### src/rtl/imem_loader_ctrl.sv
// Instruction-memory load controller: packs the UART byte stream into big-endian words and
// drives the memory's edge-triggered debug write port with one full setup cycle before each pulse.
module imem_loader_ctrl #(
    parameter int unsigned        BYTE_BITS = 8,
    parameter int unsigned        INST_BITS = 32,
    parameter int unsigned        CELLS     = 256,
    parameter logic [INST_BITS-1:0] HALT_WORD = 32'hFFFF_FFFF
) (
    input  logic                         i_clk,
    input  logic                         i_rst,
    input  logic                         i_start,
    input  logic [BYTE_BITS-1:0]         i_rx_data,
    input  logic                         i_rx_valid,
    output logic [INST_BITS-1:0]         o_dbg_addr,
    output logic [INST_BITS-1:0]         o_dbg_inst,
    output logic                         o_dbg_wr_en,
    output logic                         o_busy,
    output logic                         o_done,
    output logic                         o_error,
    output logic [$clog2(CELLS/4):0]     o_words
);

    localparam int unsigned             WORDS_W   = $clog2(CELLS/4) + 1;
    localparam logic [INST_BITS-1:0]    ADDR_LAST = INST_BITS'(CELLS - 4);

    typedef enum logic [2:0] {StIdle, StRecv, StSetup, StWrite, StDone, StError} state_e;

    state_e               state_q, state_d;
    logic [INST_BITS-1:0] asm_q, asm_d;
    logic [1:0]           cnt_q, cnt_d;
    logic                 rdy_q, rdy_d;
    logic [INST_BITS-1:0] addr_q, addr_d;
    logic [INST_BITS-1:0] inst_q, inst_d;
    logic                 wr_q, wr_d;
    logic                 busy_q, busy_d;
    logic                 done_q, done_d;
    logic                 err_q, err_d;
    logic [WORDS_W-1:0]   words_q, words_d;
    logic [INST_BITS-1:0] asm_shift;
    logic                 loading;

    assign asm_shift = {asm_q[INST_BITS-BYTE_BITS-1:0], i_rx_data};
    assign loading   = (state_q == StRecv) || (state_q == StSetup) || (state_q == StWrite);

    always_comb begin
        state_d = state_q;
        asm_d   = asm_q;
        cnt_d   = cnt_q;
        rdy_d   = rdy_q;
        addr_d  = addr_q;
        inst_d  = inst_q;
        wr_d    = 1'b0;
        done_d  = done_q;
        err_d   = err_q;
        words_d = words_q;

        // Bytes keep assembling during SETUP/WRITE; a word finished there is parked in rdy_q.
        if (i_rx_valid && loading) begin
            asm_d = asm_shift;
            cnt_d = cnt_q + 2'd1;
            if (cnt_q == 2'd3 && state_q != StRecv) begin
                rdy_d = 1'b1;
            end
        end

        unique case (state_q)
            StIdle, StDone, StError: begin
                if (i_start) begin
                    state_d = StRecv;
                    addr_d  = '0;
                    words_d = '0;
                    cnt_d   = '0;
                    asm_d   = '0;
                    rdy_d   = 1'b0;
                    done_d  = 1'b0;
                    err_d   = 1'b0;
                end
            end
            StRecv: begin
                if (rdy_q) begin
                    state_d = StSetup;
                    inst_d  = asm_q;
                    rdy_d   = 1'b0;
                end else if (i_rx_valid && cnt_q == 2'd3) begin
                    state_d = StSetup;
                    inst_d  = asm_shift;
                end
            end
            StSetup: begin
                state_d = StWrite;
                wr_d    = 1'b1;
            end
            StWrite: begin
                words_d = words_q + WORDS_W'(1);
                if (inst_q == HALT_WORD) begin
                    state_d = StDone;
                    done_d  = 1'b1;
                end else if (addr_q == ADDR_LAST) begin
                    state_d = StError;
                    err_d   = 1'b1;
                end else begin
                    state_d = StRecv;
                    addr_d  = addr_q + INST_BITS'(4);
                end
            end
            default: state_d = StIdle;
        endcase

        busy_d = (state_d == StRecv) || (state_d == StSetup) || (state_d == StWrite);
    end

    always_ff @(posedge i_clk) begin
        if (i_rst) begin
            state_q <= StIdle;
            asm_q   <= '0;
            cnt_q   <= '0;
            rdy_q   <= 1'b0;
            addr_q  <= '0;
            inst_q  <= '0;
            wr_q    <= 1'b0;
            busy_q  <= 1'b0;
            done_q  <= 1'b0;
            err_q   <= 1'b0;
            words_q <= '0;
        end else begin
            state_q <= state_d;
            asm_q   <= asm_d;
            cnt_q   <= cnt_d;
            rdy_q   <= rdy_d;
            addr_q  <= addr_d;
            inst_q  <= inst_d;
            wr_q    <= wr_d;
            busy_q  <= busy_d;
            done_q  <= done_d;
            err_q   <= err_d;
            words_q <= words_d;
        end
    end

    assign o_dbg_addr  = addr_q;
    assign o_dbg_inst  = inst_q;
    assign o_dbg_wr_en = wr_q;
    assign o_busy      = busy_q;
    assign o_done      = done_q;
    assign o_error     = err_q;
    assign o_words     = words_q;

endmodule
### config.mk
export PLATFORM = sky130hd
export DESIGN_NAME = imem_loader_ctrl
export DESIGN_NICKNAME = d
export VERILOG_FILES = /design/src/rtl/imem_loader_ctrl.sv
export SDC_FILE = /design/constraint.sdc
export NUM_CORES = 1
export LEC_CHECK = 0
export CORE_ASPECT_RATIO = 1.1
export CORE_MARGIN = 2
export CORE_UTILIZATION = 25
export CTS_BUF_LIST = sky130_fd_sc_hd__clkbuf_2 sky130_fd_sc_hd__clkbuf_4 sky130_fd_sc_hd__clkbuf_8
export DETAILED_ROUTE_END_ITERATION = 16
export PLACE_DENSITY = 0.55
export SLEW_MARGIN = 20
export SYNTH_ARGS = -nofsm -noshare
export SYNTH_HDL_FRONTEND = slang
export SYNTH_SLANG_ARGS = --single-unit
### constraint.sdc
create_clock -name i_clk -period 3.3 [get_ports i_clk]
set_input_delay 0.66 -clock i_clk [delete_from_list [all_inputs] [get_ports i_clk]]
set_output_delay 0.66 -clock i_clk [all_outputs]
set_load 0.03 [all_outputs]
==> Word level (Yosys, flattened, before mapping) <==
Cells that the tools add are included.
{ "totals": {"reg_bits": 113, "in_bits": 12, "output_inout_bits": 75} }
{ "op_classes": {"n_addsub": 3, "n_eq_ne": 17, "n_mux": 32, "n_reduce_logical": 16} }
{ "op_table": {"columns": ["operator", "count"], "rows": [
  ["$mux W32", 8],
  ["$pmux W32 S2", 1],
  ["$add A32 B3 Y32 const B", 1],
  ["$eq A32 B32 Y1 const B", 1],
  ["$eq A32 B8 Y1 const B", 1],
  ["$mux W3", 5],
  ["$pmux W7 S2", 1],
  ["$eq A3 B2 Y1 const B", 4],
  ["$pmux W3 S4", 1],
  ["$mux W1", 9],
  ["$reduce_and A4 Y1", 2],
  ["$add A7 B1 Y7 const B", 1],
  ["$mux W7", 1],
  ["$eq A3 B1 Y1 const B", 2],
  ["$eq A3 B3 Y1 const B", 2],
  ["$mux W2", 3],
  ["$ne A2 B2 Y1 const B", 3],
  ["$pmux W1 S2", 3],
  ["$logic_or A1 B1 Y1", 4],
  ["$ne A2 B1 Y1 const B", 2],
  ["$reduce_and A2 Y1", 2],
  ["$reduce_bool A2 Y1", 2],
  ["$logic_and A1 B1 Y1", 3],
  ["$logic_not A3 Y1", 1],
  ["5 further kinds", 5]
]} }

==> Depth between registers and ports, before layout <==
Gate-level depths: netlist (run 1).
{ "logic_depth": {"depth_word": 8, "ltp_mapped": 9} }

==> Least setup slack after synthesis (run 1) <==
OpenSTA, ideal clock, no wires.
{ "synth_path": {"path_type": "register -> register", "startpoint": "register addr_q[8], in the netlist o_dbg_addr[8]", "endpoint": "register addr_q[31], in the netlist o_dbg_addr[31]", "setup_ns": 0.070, "arrival_ns": 2.192, "required_ns": 3.230, "path_slack_ns": 1.039, "path_stages_with_launch": 7, "path_buffers": 0, "cell_sequence": "dfxtp_1 and3_4 nand2_4 nor4_4 or3b_1 or4_1 a21oi_1"} }
{ "synth_via": {"elab_chain_len": 4, "word_cells_on_any_way": 7, "classes_between": "add/sub: 1; eq/ne: 2; mux: 3; reduce/logical: 1"} }
{ "synth_rtl": {"columns": ["item", "line", "rtl"], "rows": [
  ["from (decl)", "32", "logic [INST_BITS-1:0] addr_q, addr_d;"],
  ["from (signal assigned)", "130", "addr_q <= addr_d;"],
  ["$add A32 B3 Y32", "103", "addr_d = addr_q + INST_BITS'(4);"],
  ["$mux W32", "98", "end else if (addr_q == ADDR_LAST) begin"],
  ["$mux W32", "95", "if (inst_q == HALT_WORD) begin"],
  ["$pmux W32 S2", "66", "unique case (state_q)"]
]} }
Parallel ways exist; a longest one is shown, timed or not. The select of a mux whose other input is x is not followed.
A chain may end at the register's enable or synchronous reset.

==> Worst setup path in the final report (run 1) <==
{ "layout_path": {"startpoint": "register addr_q[2], in the netlist o_dbg_addr[2]", "endpoint": "register addr_q[8], in the netlist o_dbg_addr[8]"} }
The elaborated chain is that of the path after synthesis.

==> out/results.txt, run 1 <==
The run finished with clean final reports. The number of buffers inserted by port buffering was 84; the register area share after synthesis was 0.452. Summed over all nets, wire length on met3 after detailed routing comes to 413 um. For the worst flop-to-flop path, the logic depth is 7. The logs give 266 for the violation count after the first detailed-route iteration and 0.39 ns for the source-to-sink clock delay at the later pin of the worst-skew pair. During synthesis, Yosys emitted a total of 0 warnings. The tools report the number of nets in the layout as 661. The maximum ir drop on the vdd rail was 0.196 mV; the pin count of the biggest net entering global routing was 65.

After clock tree synthesis, the clock-pin slew on the worst setup and hold paths is 0.12 ns. The logs give 0 for the number of buffers added for setup after CTS and 404 MHz for the achievable clock frequency. For the routability congestion estimate, the log shows 0.757. Summing over every cut layer, the via total after detailed routing is 4324. Power density over cell area: 376 nW/um^2. At the worst endpoint, the required time is 3.56 ns. The highest layer touched by signal routing is met4.

The met2 layer wire length in the routed design was 6200 um; the global route total overflow was 0. Counting every instance in the synthesized netlist gives 583. The worst setup path is captured at a flop.

The final max-slew violation count was 0. TritonCTS built the clock tree. Dividing the detail-routed via count by the number of cells gives 4.82. The share of cells above drive strength 1 came out at 0.0584.

The multiplexer fraction of the synthesized cell area is 0.0652. The starting density of the core was 0.256. At the pin with the least slew margin, the transition time is 0.634 ns. The fraction of the mapped netlist area in compound gates was 0.179; the first-pass GRT wire length was 21200 um.

The buffer type at the clock tree root was clkbuf_8. The worst setup path is of the flop to flop kind. The average footprint of a synthesized cell is 8.43 sq um. The ratio of final minimum period to clock period was 0.750; the number of antenna violations at the first check in global routing was 0.

The die is 151 um tall. For the number of antenna-violating nets in the routed design, the log shows 0. The xor and xnor area share after synthesis was 0.00356. After routing, the total negative slack on setup checks comes to 0 ns. The number of remaining DRC errors was 0; the number of buffers on the longest clock path was 2. The final clock skew is 0.0193 ns. The simple-gate area share of the yosys netlist was 0.244. The logs give 9 for the number of buffers created by CTS and 87 for the I/O pin count.

The tools report the critical path launch point type as a flop. On the worst path, the slowest cell contributes a delay of 0.56 ns. The maximum fanout count along the critical path is 58, and the static leakage is 0.00186 uW. The routed design could run at a clock period as short as 2.47 ns.

After synthesis, the largest family of logic cells by area is simple AND/OR/NAND/NOR gates. The synthesis-to-finish area growth was 25.0%. The worst hold path passes through 2 cells. The slowest stage of the critical path is the or4_4 cell. The row count was 53; the arrival time of the worst setup path was 2.73 ns. The class of the most critical hold timing path was flop to flop. The run gives 0 as the post-CTS resize count. The cell area that synthesis handed to floorplanning was 4910 sq um. The floorplan step set the die width to 138 um. The antenna diode instance count is 0, and the count of final hold-check violations is 0. After detailed routing, the average wire length per cell comes to 14.3 um. The number of different library cells used by synthesis comes to 52. The headroom to the max-slew limit came out at 0.577. Global-route usage over all layers: 0.131. Walking the worst path, the cells encountered are ha_1 > nand3_1 > or4_4 > a21oi_4 > buf_4 > or3_2 > a21oi_1. The first detailed-routing pass ran for 4 iterations. Synthesis inferred 111 register bits. The placed wire-length estimate after detailed placement is 8600 um, and the total of hold buffers inserted after clock tree synthesis is 0. After detailed routing, the wire length on met1 is 6140 um. In this run the standard cell core region covers 19200 sq um.

The final layout contains routed wiring with a total length of 12900 um. The via count of the first global-routing pass came out at 4064. Setup repair after global routing left no endpoint under its margin. The tools report the instance area after placement as 5930 sq um. The adder-cell area share of the yosys netlist works out to 0.00764. Setup violations remaining at the end of the flow were counted as 0. The area enclosed by the die boundary came out at 20800 sq um.

The tree built by TritonCTS fans out to 111 sinks. The design draws 2310 uW. With fillers left out, the area of the finished cells amounts to 6140 sq um.

The number of H-tree branching levels is 3. Max-cap violations in this run came to 0.
-- sequential cells by signal (all words and copies together) (netlist names) --
| register | flops |
|---|---|
| state_q | 3 |
| cnt_q | 2 |
| o_words | 7 |
| rdy_q | 1 |
| asm_q | 32 |
| o_busy | 1 |
| o_dbg_wr_en | 1 |
| o_dbg_addr | 30 |
| o_dbg_inst | 32 |
| o_error | 1 |
| o_done | 1 |
-- path summary, 6_finish.rpt --
check                              startpoint       endpoint  slack (ns)
worst min register to register      asm_q[30]      asm_q[30]        0.46
worst max-delay path            o_dbg_addr[2]  o_dbg_addr[8]        0.83
worst min-delay path                asm_q[30]      asm_q[30]        0.46
worst max register to register  o_dbg_addr[2]  o_dbg_addr[8]        0.83
-- Yosys cell counts (all sizes together) --
master / instances / area share
or4: 9 / 0.015
and3b: 1 / 0.0018
o22ai: 1 / 0.0013
a32o: 1 / 0.0020
a21o: 2 / 0.0031
nor3b: 2 / 0.0031
dfxtp: 111 / 0.45
o211ai: 2 / 0.0031
buf: 12 / 0.019
a41oi: 1 / 0.0018
and3: 12 / 0.017
nor3: 4 / 0.0051
a211oi: 32 / 0.049
xnor2: 2 / 0.0036
clkbuf: 30 / 0.027
a22oi: 1 / 0.0015
nand3b: 1 / 0.0015
a31oi: 1 / 0.0013
a21oi: 70 / 0.074
or3b: 1 / 0.0018
nor2b: 1 / 0.0013
o31ai: 7 / 0.011
mux2i: 32 / 0.065
nor2: 56 / 0.043
nor4: 9 / 0.015
nand4: 19 / 0.025
o21ai: 26 / 0.026
and2: 1 / 0.0013
or3: 20 / 0.026
nand2b: 2 / 0.0025
a41o: 1 / 0.0020
conb: 1 / 0.00076
ha: 3 / 0.0076
inv: 3 / 0.0023
o21a: 2 / 0.0031
and4: 1 / 0.0018
nand2: 87 / 0.068
nand3: 16 / 0.016
-- cells in the final DEF, fill, tap and decap left out, types with 10 or more instances in the layout --
cell type / n
nand2_1: 86
clkbuf_8: 10
nand3_1: 16
o21ai_1: 11
or3_1: 19
and3_1: 10
a211oi_1: 32
dfxtp_1: 110
a21oi_1: 69
o21ai_0: 15
clkdlybuf4s50_1: 83
nor2_1: 56
mux2i_1: 32
nand4_1: 18
-- cells by family (layout without fill, tap and decap cells) --
kind of cell             after synthesis  after routing
buffers and inverters                 45            112
XOR/XNOR                               2              2
AND/OR/NAND/NOR                      242            242
other                                  1              2
adder cells (fa/ha/maj)                3              3
multiplexers                          32             32
AO/OA/AOI/OAI                        147            147
flip-flops                           111            111
-- critical path: cells and delay by family (launching register included) --
| family | cells | cell delay (ns) |
|---|---|---|
| and+or+nand+nor | 3 | 0.93 |
| adders and majority gates | 1 | 0.26 |
| buffers and inverters | 1 | 0.44 |
| AOI/OAI and AO/OA | 2 | 0.24 |
| DFF | 1 | 0.45 |
-- stage by stage --
stage / hold slack, ns / utilization / setup WS (ns) / std cells
6_report: 0.458 / 0.320 / 0.826 / 898
5_1_grt: 0.482 / 0.320 / 0.606 / 898
4_1_cts: 0.461 / 0.320 / 0.820 / 898
3_5_place_dp: 0.446 / 0.310 / 0.467 / 882
3_3_place_gp: 0.442 / 0.310 / 0.519 / 882
2_1_floorplan: 0.436 / - / 1.04 / 584
-- final cells by class --
type	count	area, sq um
fillers	2046	13000
multi-input cells	428	2470
clock buffers	10	138
inverters	3	11.3
well taps	247	309
clock inverters	6	72.6
repair buffers	93	916
flip-flops and latches	111	2220
-- power by group --
group / internal [uW] / switching (uW) / leakage [uW] / total (uW)
sequential: 1340 / 5.52 / 0.000895 / 1350
combinational: 31.8 / 71.1 / 0.000859 / 103
clock: 323 / 530 / 0.000106 / 854
-- metal layers --
| layer | vias up | global-route usage |
|---|---|---|
| li1 | 2230 | - |
| met3 | 6 | 0.0244 |
| met4 | 0 | 0.0479 |
| met1 | 2013 | 0.169 |
| met5 | - | 0 |
| met2 | 75 | 0.216 |
Power figures use the tool's default switching activity.
==> inputs of run 2 (changes only) <==
==> constraint.sdc (replaced) <==
create_clock -name i_clk -period 2.38 [get_ports i_clk]
set_input_delay 0.476 -clock i_clk [delete_from_list [all_inputs] [get_ports i_clk]]
set_output_delay 0.476 -clock i_clk [all_outputs]
set_load 0.03 [all_outputs]
==> run 2 against run 1 <==
Effect of this change: clock-buffer cell count down 1; first-iteration DRC count up 23%; largest power group unchanged; largest cell class unchanged; combinational power rose by 50%; non-clock buffer count grew 24; critical endpoint is now o_dbg_addr[30]; clock skew is 0.0031 ns higher; fmax rose by 15%; cell area grew 3.6%.
==> out/results.txt, run 2 (synthesis results as in run 1) <==
The tools report the buffer type at the clock tree root as clkbuf_8. The number of gates resized after CTS was 0. The worst setup path is launched from a flop.

The worst register-to-register path ends at o_dbg_addr[30]. The I/O pin count was 87; the total iterations of the first detailed-routing run was 4. Worst hold path cell count: 2.

For the number of antenna violations at the first check in global routing, the log shows 0. On the critical path, the stage with the largest delay is an instance of or4_4. The violation count after the first detailed-route iteration is 328. After the last flow step, the layout net total stands at 685. The global route total overflow was 0; the average wire length per cell after detail routing was 14.0 um. In this design, the stage delay of the slowest critical-path cell is 0.55 ns.

Setup repair after global routing left no endpoint under its margin. The number of antenna diodes in the final layout is 0. The maximum ir drop on the vdd rail is 0.254 mV, and the via density per instance is 4.75.

In the routed design, unresolved DRC markers number 0. On the final layout, the worst clock skew is 0.0224 ns. The signal on the critical path passes through ha_1 > nand3_1 > or4_4 > a21oi_4 > buf_12 > or4_1 > a21oi_1.

The die covers 20800 sq um. The starting density of the core was 0.256; the maximum fanout count along the critical path was 49. Counting cells, the worst reg-to-reg path comes to 7. The final hold slack was 0.450 ns. The critical path is of the flop to flop type.

The routed layout has 4380 vias. The tools report the startpoint of the worst hold path as i_rst. Counting buffers and inverters, the worst setup path is 7 cells deep. Number of cells in the finished layout apart from fillers: 922.

The class of the most critical hold timing path is input port to flop. For this design the ratio of total power to cell area is 501 nW/um^2. Setup violations remaining at the end of the flow were counted as 0. Most utilized layer in the global route result: met2. At the pin with the least slew margin, the transition time is 0.595 ns. The count of final hold-check violations was 0.

Entering global routing, the biggest net connects 65 pins. Clock-pin slew was measured on the worst setup and hold paths at 0.12 ns. The tools report the via count of the first global-routing pass as 3946. The detail route stage leaves a number of antenna-violating nets equal to 0.

Compared with the post-synthesis result, the final layout area differs by 29.5%. The number of buffers inserted by port buffering was 84; the first-pass GRT wire length was 20900 um. The die is 138 um wide. The logs give 53 for the row count and 0.0194 for the met3 track demand over resource. For the number of buffers on the longest clock path, the log shows 2.

Data on the critical path is required at its endpoint by 2.66 ns. The placed wire-length estimate after detailed placement was 8910 um; the aggregate negative setup slack was 0 ns. The number of placed instances, taps included, is 906. For this design, the sink count on the clock tree is 111. TritonCTS built the clock tree. The wire length after detailed routing was 12900 um; the global routing met1 resource utilization was 0.176. Hold repair after CTS inserted 0 buffers.

In this run the critical register-to-register path is launched from o_dbg_addr[3]. The top cell types in the final layout, fill and taps aside, are 110 x dfxtp_1, 86 x nand2_1, 83 x clkdlybuf4s50_1. The most common cell after layout, fill and taps aside was dfxtp_1. The run gives 0.604 as the headroom to the max-slew limit. The total area inside the core boundary comes to 19200 sq um. The share of cells above drive strength 1 works out to 0.0933. The run gives 0 as the final max-slew violation count. Ratio of final minimum period to clock period: 0.905. For flop-to-flop paths, the worst setup slack is 0.23 ns.

The most critical setup path has its endpoint at o_dbg_addr[30]. The minimum clock period after layout works out to 2.15 ns. The global-route usage over all layers was 0.129; the utilization of the core after routing was 0.332. The sum of buffers and inverters on the critical path was 1. The max-capacitance violation count came out at 0.

The congestion estimate from routability-driven global placement came to 0.767. In this run, CTS created clock tree buffers numbering 9. The clock reaches the later pin of the worst-skew pair after 0.40 ns.

For the number of buffers added for setup after CTS, the log shows 0. The run finished with clean final reports. The worst setup path is captured at a flop.

Timing would allow up to 464 MHz. The timing startpoint of the critical path is o_dbg_addr[3]. The analysis attributes to cell leakage a power of 0.00198 uW. The met2 usage was 0.205; the number of H-tree branching levels was 3.

At the worst endpoint, the arrival time is 2.44 ns. The kind of cell with the highest combined delay along the critical path is simple AND/OR/NAND/NOR gates. The height of the die was 151 um.
-- run 2: cell types whose count changed in the layout (fill, tap and decap cells not counted), sizes merged --
cell,previous run,this run
buf,10,34
clkinvlp,0,1
clkinv,3,4
clkbuf,10,9
inv,6,5
-- run 2: cell type report --
type,instances,area (sq um)
fill,2020,12800
clock buffer,9,124
multi-input combinational,428,2480
timing repair buffer,117,1130
clock inverter,7,85.1
tap,247,309
inverter,3,11.3
sequential,111,2220
-- run 2: power breakdown --
| part | leakage, uW | switching (uW) | internal [uW] | total (uW) |
|---|---|---|---|---|
| registers | 0.000895 | 7.68 | 1860 | 1870 |
| clock network | 0.000100 | 742 | 420 | 1160 |
| logic | 0.000989 | 101 | 53.0 | 154 |
| total | 0.00198 | 850 | 2340 | 3190 |
-- run 2: worst min path at each step --
stage,end,slack [ns]
final,o_words[3],0.45
after floorplan,asm_q[24],0.44
after global routing,o_dbg_addr[2],0.44
after CTS,state_q[2],0.42
after detailed placement,asm_q[24],0.45
after global placement,asm_q[25],0.44
-- run 2: through the flow --
stage	total power, uW	area [sq um]	setup WS, ns
5_1_grt	3330	6360	0.0316
3_3_place_gp	2070	6150	-0.0286
4_1_cts	3250	6360	0.186
2_1_floorplan	2010	4920	0.119
3_5_place_dp	2070	6150	-0.108
6_report	3190	6360	0.226
-- run 2: layer usage --
metal | up-vias | routed length [um]
li1 | 2274 | -
met1 | 2009 | 6380
met2 | 86 | 5990
met3 | 11 | 419
met4 | 0 | 161
met5 | - | 0
